$ cat config.mk
export PLATFORM = sky130hd
export DESIGN_NAME = pipe_stage_reg
export DESIGN_NICKNAME = d
export VERILOG_FILES = /design/src/rtl/pipe_pkg.sv /design/src/rtl/pipe_slot.sv /design/src/rtl/pipe_stage_reg.sv
export SDC_FILE = /design/constraint.sdc
export NUM_CORES = 1
export LEC_CHECK = 0
export CAP_MARGIN = 10
export CORE_ASPECT_RATIO = 1.2
export CORE_UTILIZATION = 57
export DETAILED_ROUTE_END_ITERATION = 8
export DONT_BUFFER_PORTS = 1
export PLACE_DENSITY = 0.79
export SETUP_SLACK_MARGIN = 0.4
export SYNTH_ARGS = -nofsm -noshare
export SYNTH_HDL_FRONTEND = slang
export SYNTH_HIERARCHICAL = 1
export SYNTH_SLANG_ARGS = --single-unit
$ cat constraint.sdc
create_clock -name clk -period 1.6 [get_ports clk]
set_input_delay 0 -clock clk [delete_from_list [all_inputs] [get_ports clk]]
set_output_delay 0 -clock clk [all_outputs]
set_load 0.03 [all_outputs]
$ cat src/rtl/pipe_pkg.sv
// Shared pipeline types: packed control fields per stage and their NOP encodings.
// Stages instantiate pipe_stage_reg with CTRL_W = $bits of the fields they carry.
package pipe_pkg;

  typedef struct packed {
    logic [3:0] alu_ctr;
    logic       alu_src;
    logic       reg_dst;
    logic       ext_op;
    logic       branch;
  } ex_ctrl_t;

  typedef struct packed {
    logic       mem_wr;
    logic       mem_read;
    logic [1:0] mem_size;
  } mem_ctrl_t;

  typedef struct packed {
    logic reg_wr;
    logic mem_to_reg;
    logic link;
    logic sign_ext;
  } wb_ctrl_t;

  localparam int EX_CTRL_W  = $bits(ex_ctrl_t);
  localparam int MEM_CTRL_W = $bits(mem_ctrl_t);
  localparam int WB_CTRL_W  = $bits(wb_ctrl_t);

  // ID/EX carries all three groups; later boundaries carry a suffix of them.
  localparam int ID_EX_CTRL_W  = EX_CTRL_W + MEM_CTRL_W + WB_CTRL_W;
  localparam int EX_MEM_CTRL_W = MEM_CTRL_W + WB_CTRL_W;
  localparam int MEM_WB_CTRL_W = WB_CTRL_W;

  localparam logic [ID_EX_CTRL_W-1:0]  ID_EX_CTRL_NOP  = '0;
  localparam logic [EX_MEM_CTRL_W-1:0] EX_MEM_CTRL_NOP = '0;
  localparam logic [MEM_WB_CTRL_W-1:0] MEM_WB_CTRL_NOP = '0;

endpackage

$ cat src/rtl/pipe_slot.sv
// One pipeline register slot: data, control and valid with kill/hold/nop/load,
// in that priority order below reset. Updates on the falling clock edge.
module pipe_slot #(
  parameter int                 DATA_W   = 96,
  parameter int                 CTRL_W   = 16,
  parameter logic [CTRL_W-1:0]  CTRL_NOP = '0
) (
  input  logic              clk,
  input  logic              rst,
  input  logic              kill,
  input  logic              hold,
  input  logic              nop,
  input  logic [DATA_W-1:0] data_in,
  input  logic [CTRL_W-1:0] ctrl_in,
  input  logic              valid_in,
  output logic [DATA_W-1:0] data_out,
  output logic [CTRL_W-1:0] ctrl_out,
  output logic              valid_out
);

  logic [DATA_W-1:0] data_reg;
  logic [CTRL_W-1:0] ctrl_reg;
  logic              valid_reg;

  // Kill and nop both leave the data field untouched; only reset clears it.
  always_ff @(negedge clk) begin
    if (rst) begin
      data_reg  <= '0;
      ctrl_reg  <= CTRL_NOP;
      valid_reg <= 1'b0;
    end else if (kill) begin
      ctrl_reg  <= CTRL_NOP;
      valid_reg <= 1'b0;
    end else if (!hold) begin
      if (nop) begin
        ctrl_reg  <= CTRL_NOP;
        valid_reg <= 1'b0;
      end else begin
        data_reg  <= data_in;
        ctrl_reg  <= ctrl_in;
        valid_reg <= valid_in;
      end
    end
  end

  assign data_out  = data_reg;
  assign ctrl_out  = ctrl_reg;
  assign valid_out = valid_reg;

endmodule

$ cat src/rtl/pipe_stage_reg.sv
// Multi-slot inter-stage pipeline register with bubble, hold and flush controls
// plus saturating bubble/flush event counters. State changes on the falling edge.
module pipe_stage_reg
  import pipe_pkg::*;
#(
  parameter int                 DATA_W   = 96,
  parameter int                 CTRL_W   = ID_EX_CTRL_W,
  parameter logic [CTRL_W-1:0]  CTRL_NOP = '0,
  parameter int                 DEPTH    = 1,
  parameter int                 CNT_W    = 16
) (
  input  logic              clk,
  input  logic              rst,
  input  logic [DATA_W-1:0] data_i,
  input  logic [CTRL_W-1:0] ctrl_i,
  input  logic              valid_i,
  input  logic              bubble_i,
  input  logic              hold_i,
  input  logic              flush_i,
  output logic [DATA_W-1:0] data_o,
  output logic [CTRL_W-1:0] ctrl_o,
  output logic              valid_o,
  output logic [CNT_W-1:0]  bubble_cnt_o,
  output logic [CNT_W-1:0]  flush_cnt_o
);

  logic [DATA_W-1:0] data_chain  [DEPTH+1];
  logic [CTRL_W-1:0] ctrl_chain  [DEPTH+1];
  logic              valid_chain [DEPTH+1];

  logic             hold_eff;
  logic             bubble_eff;
  logic [CNT_W-1:0] bubble_cnt_reg;
  logic [CNT_W-1:0] flush_cnt_reg;

  // A masked request does nothing, so it must not be counted either.
  assign hold_eff   = hold_i & ~flush_i;
  assign bubble_eff = bubble_i & ~hold_i & ~flush_i;

  assign data_chain[0]  = data_i;
  assign ctrl_chain[0]  = ctrl_i;
  assign valid_chain[0] = valid_i;

  generate
    for (genvar gi = 0; gi < DEPTH; gi++) begin : g_slot
      pipe_slot #(
        .DATA_W   (DATA_W),
        .CTRL_W   (CTRL_W),
        .CTRL_NOP (CTRL_NOP)
      ) u_slot (
        .clk       (clk),
        .rst       (rst),
        .kill      (flush_i),
        .hold      (hold_eff),
        .nop       ((gi == 0) ? bubble_eff : 1'b0),
        .data_in   (data_chain[gi]),
        .ctrl_in   (ctrl_chain[gi]),
        .valid_in  (valid_chain[gi]),
        .data_out  (data_chain[gi+1]),
        .ctrl_out  (ctrl_chain[gi+1]),
        .valid_out (valid_chain[gi+1])
      );
    end
  endgenerate

  always_ff @(negedge clk) begin
    if (rst) begin
      bubble_cnt_reg <= '0;
      flush_cnt_reg  <= '0;
    end else begin
      if (flush_i && (flush_cnt_reg != '1))
        flush_cnt_reg <= flush_cnt_reg + CNT_W'(1);
      if (bubble_eff && (bubble_cnt_reg != '1))
        bubble_cnt_reg <= bubble_cnt_reg + CNT_W'(1);
    end
  end

  assign data_o       = data_chain[DEPTH];
  assign ctrl_o       = ctrl_chain[DEPTH];
  assign valid_o      = valid_chain[DEPTH];
  assign bubble_cnt_o = bubble_cnt_reg;
  assign flush_cnt_o  = flush_cnt_reg;

endmodule

==> flow_metrics.tcl, run 1 <==
set metrics [dict create \
    syn_area_per_cell_um2 9.255 \
    synth-seq-cells 145 \
    stop_stage "5_1_grt" \
    numCtsBuffers 17 \
    ys_types 42 \
    yosysWarningCount 6 \
    grt-worst-endpoint "g_slot[0].u_slot/data_out[19]$_SDFFE_NP0P_/D" \
    die_width_um 102.1 \
    num_io_pins 263 \
    ys_seq_area_frac 0.4238 \
    hpwl_um 12240 \
    status "stopped before the end" \
    clockBufferDepth 2 \
    h-tree-depth 4 \
    start_util 0.5894 \
    yosysTopAreaCellShare 0.4238 \
    yosys.area.top_type "dfxtp_1" \
    worstEpCategory "sequential cell input" \
    syn_nets 860 \
    grt_max_degree 201 \
    die_h_um 122.1 \
    first-error "[ERROR DPL-0038] Utilization greater than 100%, impossible to legalize" \
    synth.cell_area_mm2 0.006849 \
    num_rows 43 \
    cts_root_buf "clkbuf_16" \
    clkSinkCount 145 \
    netlist_top_cells_area "dfxtp_1, or4b_1, o31ai_1" \
    syn_inst 740 \
    port_buffers 0 \
    gp_congestion 0.9175 \
    dpl_cell_area_mm2 0.007561 \
    placed_cells 883 \
]
==> synthesized netlist by cell type <==
cell type / number
nor3_1: 8
nand3b_1: 1
a2111oi_0: 1
a211oi_1: 2
nand2b_1: 2
nand2_1: 27
mux2i_1: 3
nor2b_1: 4
buf_2: 36
inv_1: 8
mux2_2: 5
clkbuf_1: 36
o2111ai_1: 2
nand4_1: 8
nor2_1: 16
buf_6: 13
nand4b_1: 2
dfxtp_1: 145
or2_1: 1
o21ai_0: 11
ha_1: 2
or3b_4: 1
a21oi_1: 132
o31ai_1: 104
and3_1: 5
o311ai_0: 1
and2_1: 1
a311oi_1: 2
a31oi_1: 5
buf_1: 5
a21boi_1: 1
a21boi_0: 1
or3_1: 8
nor4_1: 4
or4b_1: 96
xor2_1: 1
o21a_1: 1
buf_4: 1
and4_1: 5
or4_1: 5
nand3_1: 11
or3b_1: 17
==> metrics by stage <==
| step | hold WS [ns] | util | setup slack, ns |
|---|---|---|---|
| 3_3_place_gp | 0.4492 | 0.6506 | -0.6108 |
| 3_5_place_dp | 0.4504 | 0.6506 | -0.6216 |
| 2_1_floorplan | 0.5200 | - | -0.6065 |
| 4_1_cts | 0.3988 | 0.9120 | -0.2044 |
==> timing repair <==
action	4_1_cts
hold buffers	0
setup endpoints to repair	290
setup buffers	47
gates cloned	16
gates resized for setup	305
pin swaps	195
==> kinds of logic after synthesis <==
group	after synthesis	share of synthesized area
compound gates	263	0.2362
simple gates	222	0.2468
flops	145	0.4238
buf+inv	99	0.07563
mux	8	0.01260
fa+ha+maj	2	0.003653
xor+xnor	1	0.001279
==> run 2: changes to the inputs <==
--- a/config.mk
+++ b/config.mk
@@ -6,12 +6,10 @@
 export NUM_CORES = 1
 export LEC_CHECK = 0
 export CAP_MARGIN = 10
-export CORE_ASPECT_RATIO = 1.2
-export CORE_UTILIZATION = 57
+export CORE_UTILIZATION = 40
 export DETAILED_ROUTE_END_ITERATION = 8
 export DONT_BUFFER_PORTS = 1
-export PLACE_DENSITY = 0.79
-export SETUP_SLACK_MARGIN = 0.4
+export PLACE_DENSITY_LB_ADDON = 0.15
 export SYNTH_ARGS = -nofsm -noshare
 export SYNTH_HDL_FRONTEND = slang
 export SYNTH_HIERARCHICAL = 1
==> constraint.sdc (replaced) <==
create_clock -name clk -period 2.1 [get_ports clk]
set_input_delay 0 -clock clk [delete_from_list [all_inputs] [get_ports clk]]
set_output_delay 0 -clock clk [all_outputs]
set_load 0.03 [all_outputs]
==> run 2 against run 1 <==
Net effect:
- the flow now finishes without violations
- synthesized cell count is the same
- area after synthesis did not move
==> flow_metrics.tcl, run 2 <==
set metrics [dict create \
    syn_area_per_cell_um2 9.255 \
    yosys.area.top_type "dfxtp_1" \
    p_leak_nw 3.588 \
    fp.coreArea_mm2 0.01664 \
    numCtsBuffers 17 \
    start_util 0.4115 \
    ir_drop_mv 0.6286 \
    drc 0 \
    synth-main-ff-cell "dfxtp_1" \
    track_usage 0.2150 \
    wl_um 19690 \
    clockBufferDepth 2 \
    synth_most_common_cell "dfxtp_1" \
    cp_slowest_stage_delay_ns 0.41 \
    switching_share 0.3214 \
    p_int_mw 5.205 \
    fillCellCount 1597 \
    cts_setup_buffers 0 \
    cts_tree "built" \
    ys_async_sr_fraction 0 \
    cap_violations 0 \
    final_nets 995 \
    drv_slew 0 \
    switching_power_mw 2.465 \
    h-tree-depth 4 \
    critical_path_arrival_ns 1.35 \
    ys_types 42 \
    place_ws_ns -0.3515 \
    critPathMaxFanout 4 \
    synth-seq-cells 145 \
    gp_congestion 0.7967 \
    synth.cell_area_mm2 0.006849 \
    yosysTopAreaCellShare 0.4238 \
    final_cells 1111 \
    routedWlPerCell_um 17.73 \
    slew_headroom 0.5058 \
    grt_pass1_vias 6448 \
    crit_type "input port to register" \
    multiInputGateArea_mm2 0.003466 \
    finalSetupViolCount 0 \
    num_rows 47 \
    clkSinkCount 145 \
    pwr-share-comb 0.055 \
    final_cell_mix "inv_1, a21oi_1, dfxtp_1, o31ai_1, or4b_1" \
    yosysWarningCount 6 \
    clkLatencyLatePin_ns 0.46 \
    port_buffers 0 \
    power_density_mw_per_mm2 914.9 \
    finalSetupTns_ns 0 \
    cts_root_buf "clkbuf_16" \
    crit_path_end_kind "register" \
    worst_slack_ns 0.03767 \
    first_pass_iters 5 \
    seq_area_mm2 0.002932 \
    syn2layout_area_growth_pct 22.40 \
    status "finished, final reports clean" \
    drive_gt1_frac 0.1422 \
    hold_viol 0 \
    overflow 0 \
    worst_pin_slew_ns 0.7320 \
    postRouteAntennaNets 0 \
    fin_hold_ws_ns 0.4929 \
    detail_route.vias_per_cell 5.812 \
    drt_iter0_drc 335 \
    clk_pin_slew_ns 0.05 \
    clock_skew_ns 0.02014 \
    synth_edf_count 0 \
    syn_nets 860 \
    die_width_um 132.9 \
    hpwl_um 12390 \
    crit_chain "or3b_4, or3_1, buf_4, o31ai_1, a21oi_1" \
    rsz0062_at_grt "no" \
    largest_reg_flops 96 \
    power_frac_clock 0.525 \
    ys_seq_area_frac 0.4238 \
    num_io_pins 263 \
    vias 6457 \
    final_common_cell "inv_1" \
    critPathLaunchType "input port" \
    utilization 0.5037 \
    dieArea_mm2 0.01765 \
    synth_common_cells "dfxtp_1, a21oi_1, o31ai_1" \
    antenna_found_initial 5 \
    cp_data_required_time_ns 1.38 \
    holdBufCountCts 0 \
    grt_pass1_wl_um 30590 \
    hold_path.class "register to register" \
    cp_slowest_cell "or3b_4" \
    netlist_top_cells_area "dfxtp_1, or4b_1, o31ai_1" \
    power_frac_seq 0.420 \
    die_h_um 132.9 \
    grt_max_degree 201 \
    placed_cells 933 \
    syn_inst 740 \
]
run 2: cell counts after synthesis:
Identical to the previous run, type by type.
run 2: worst paths after layout:
kind | cells after the start | slack, ns | startpoint | endpoint
max | 5 | 0.04 | hold_i | bubble_cnt_o[13]
min | 1 | 0.49 | bubble_cnt_o[6] | bubble_cnt_o[6]
max reg2reg | 5 | 0.28 | bubble_cnt_o[10] | bubble_cnt_o[5]
min reg2reg | 1 | 0.49 | bubble_cnt_o[6] | bubble_cnt_o[6]
run 2: stage by stage:
stage / power [mW] / area, um^2
after floorplan: 4.066 / 6893
after global placement: 4.077 / 7219
after detailed placement: 4.104 / 7219
after CTS: 7.830 / 8338
after global routing: 8.213 / 8376
final: 7.670 / 8383
run 2: critical path: cells and delay by family:
family | cells | cell delay (ns)
buffers and inverters | 1 | 0.18
AND/OR/NAND/NOR | 2 | 0.80
AO/OA/AOI/OAI | 2 | 0.37
run 2: cells by family (layout without fill, tap and decap cells):
group / count (synthesis) / after routing / share of synthesized area
other: 0 / 5 / 0
AOI/OAI and AO/OA: 263 / 263 / 0.2362
DFF: 145 / 145 / 0.4238
muxes: 8 / 8 / 0.01260
xor gates and xnor gates: 1 / 1 / 0.001279
and+or+nand+nor: 222 / 222 / 0.2468
adders and majority gates: 2 / 2 / 0.003653
buffers and inverters: 99 / 245 / 0.07563
run 2: layer usage:
| layer | wire, um | global-route usage | vias up |
|---|---|---|---|
| li1 | - | - | 3166 |
| met1 | 7498 | 0.2081 | 3033 |
| met2 | 9832 | 0.3522 | 223 |
| met3 | 1874 | 0.1234 | 35 |
| met4 | 488 | 0.1341 | 0 |
| met5 | 0 | 0 | - |
run 2: area by class of cell:
type	instances	area share
Clock buffer	17	0.05075
Antenna cell	5	0.001493
Inverter	6	0.002985
Tap cell	220	0.03284
Sequential cell	145	0.3497
Timing Repair Buffer	64	0.06746
Clock inverter	158	0.08134
Multi-Input combinational cell	496	0.4134
run 2: what timing repair did:
item | in CTS | in global routing
endpoints found under the setup margin | 11 | 14
pin swaps | 0 | 0
resized for setup | 11 | 16
run 2: power by group through the flow:
| stage | clock network [mW] | registers [mW] | logic, mW |
|---|---|---|---|
| after floorplan | 0.424 | 3.23 | 0.410 |
| after global placement | 0.424 | 3.26 | 0.395 |
| after detailed placement | 0.424 | 3.26 | 0.418 |
| after CTS | 4.18 | 3.22 | 0.422 |
| after global routing | 4.52 | 3.23 | 0.466 |
| final | 4.03 | 3.22 | 0.423 |
Note: power is estimated with default switching activity, not from simulation.
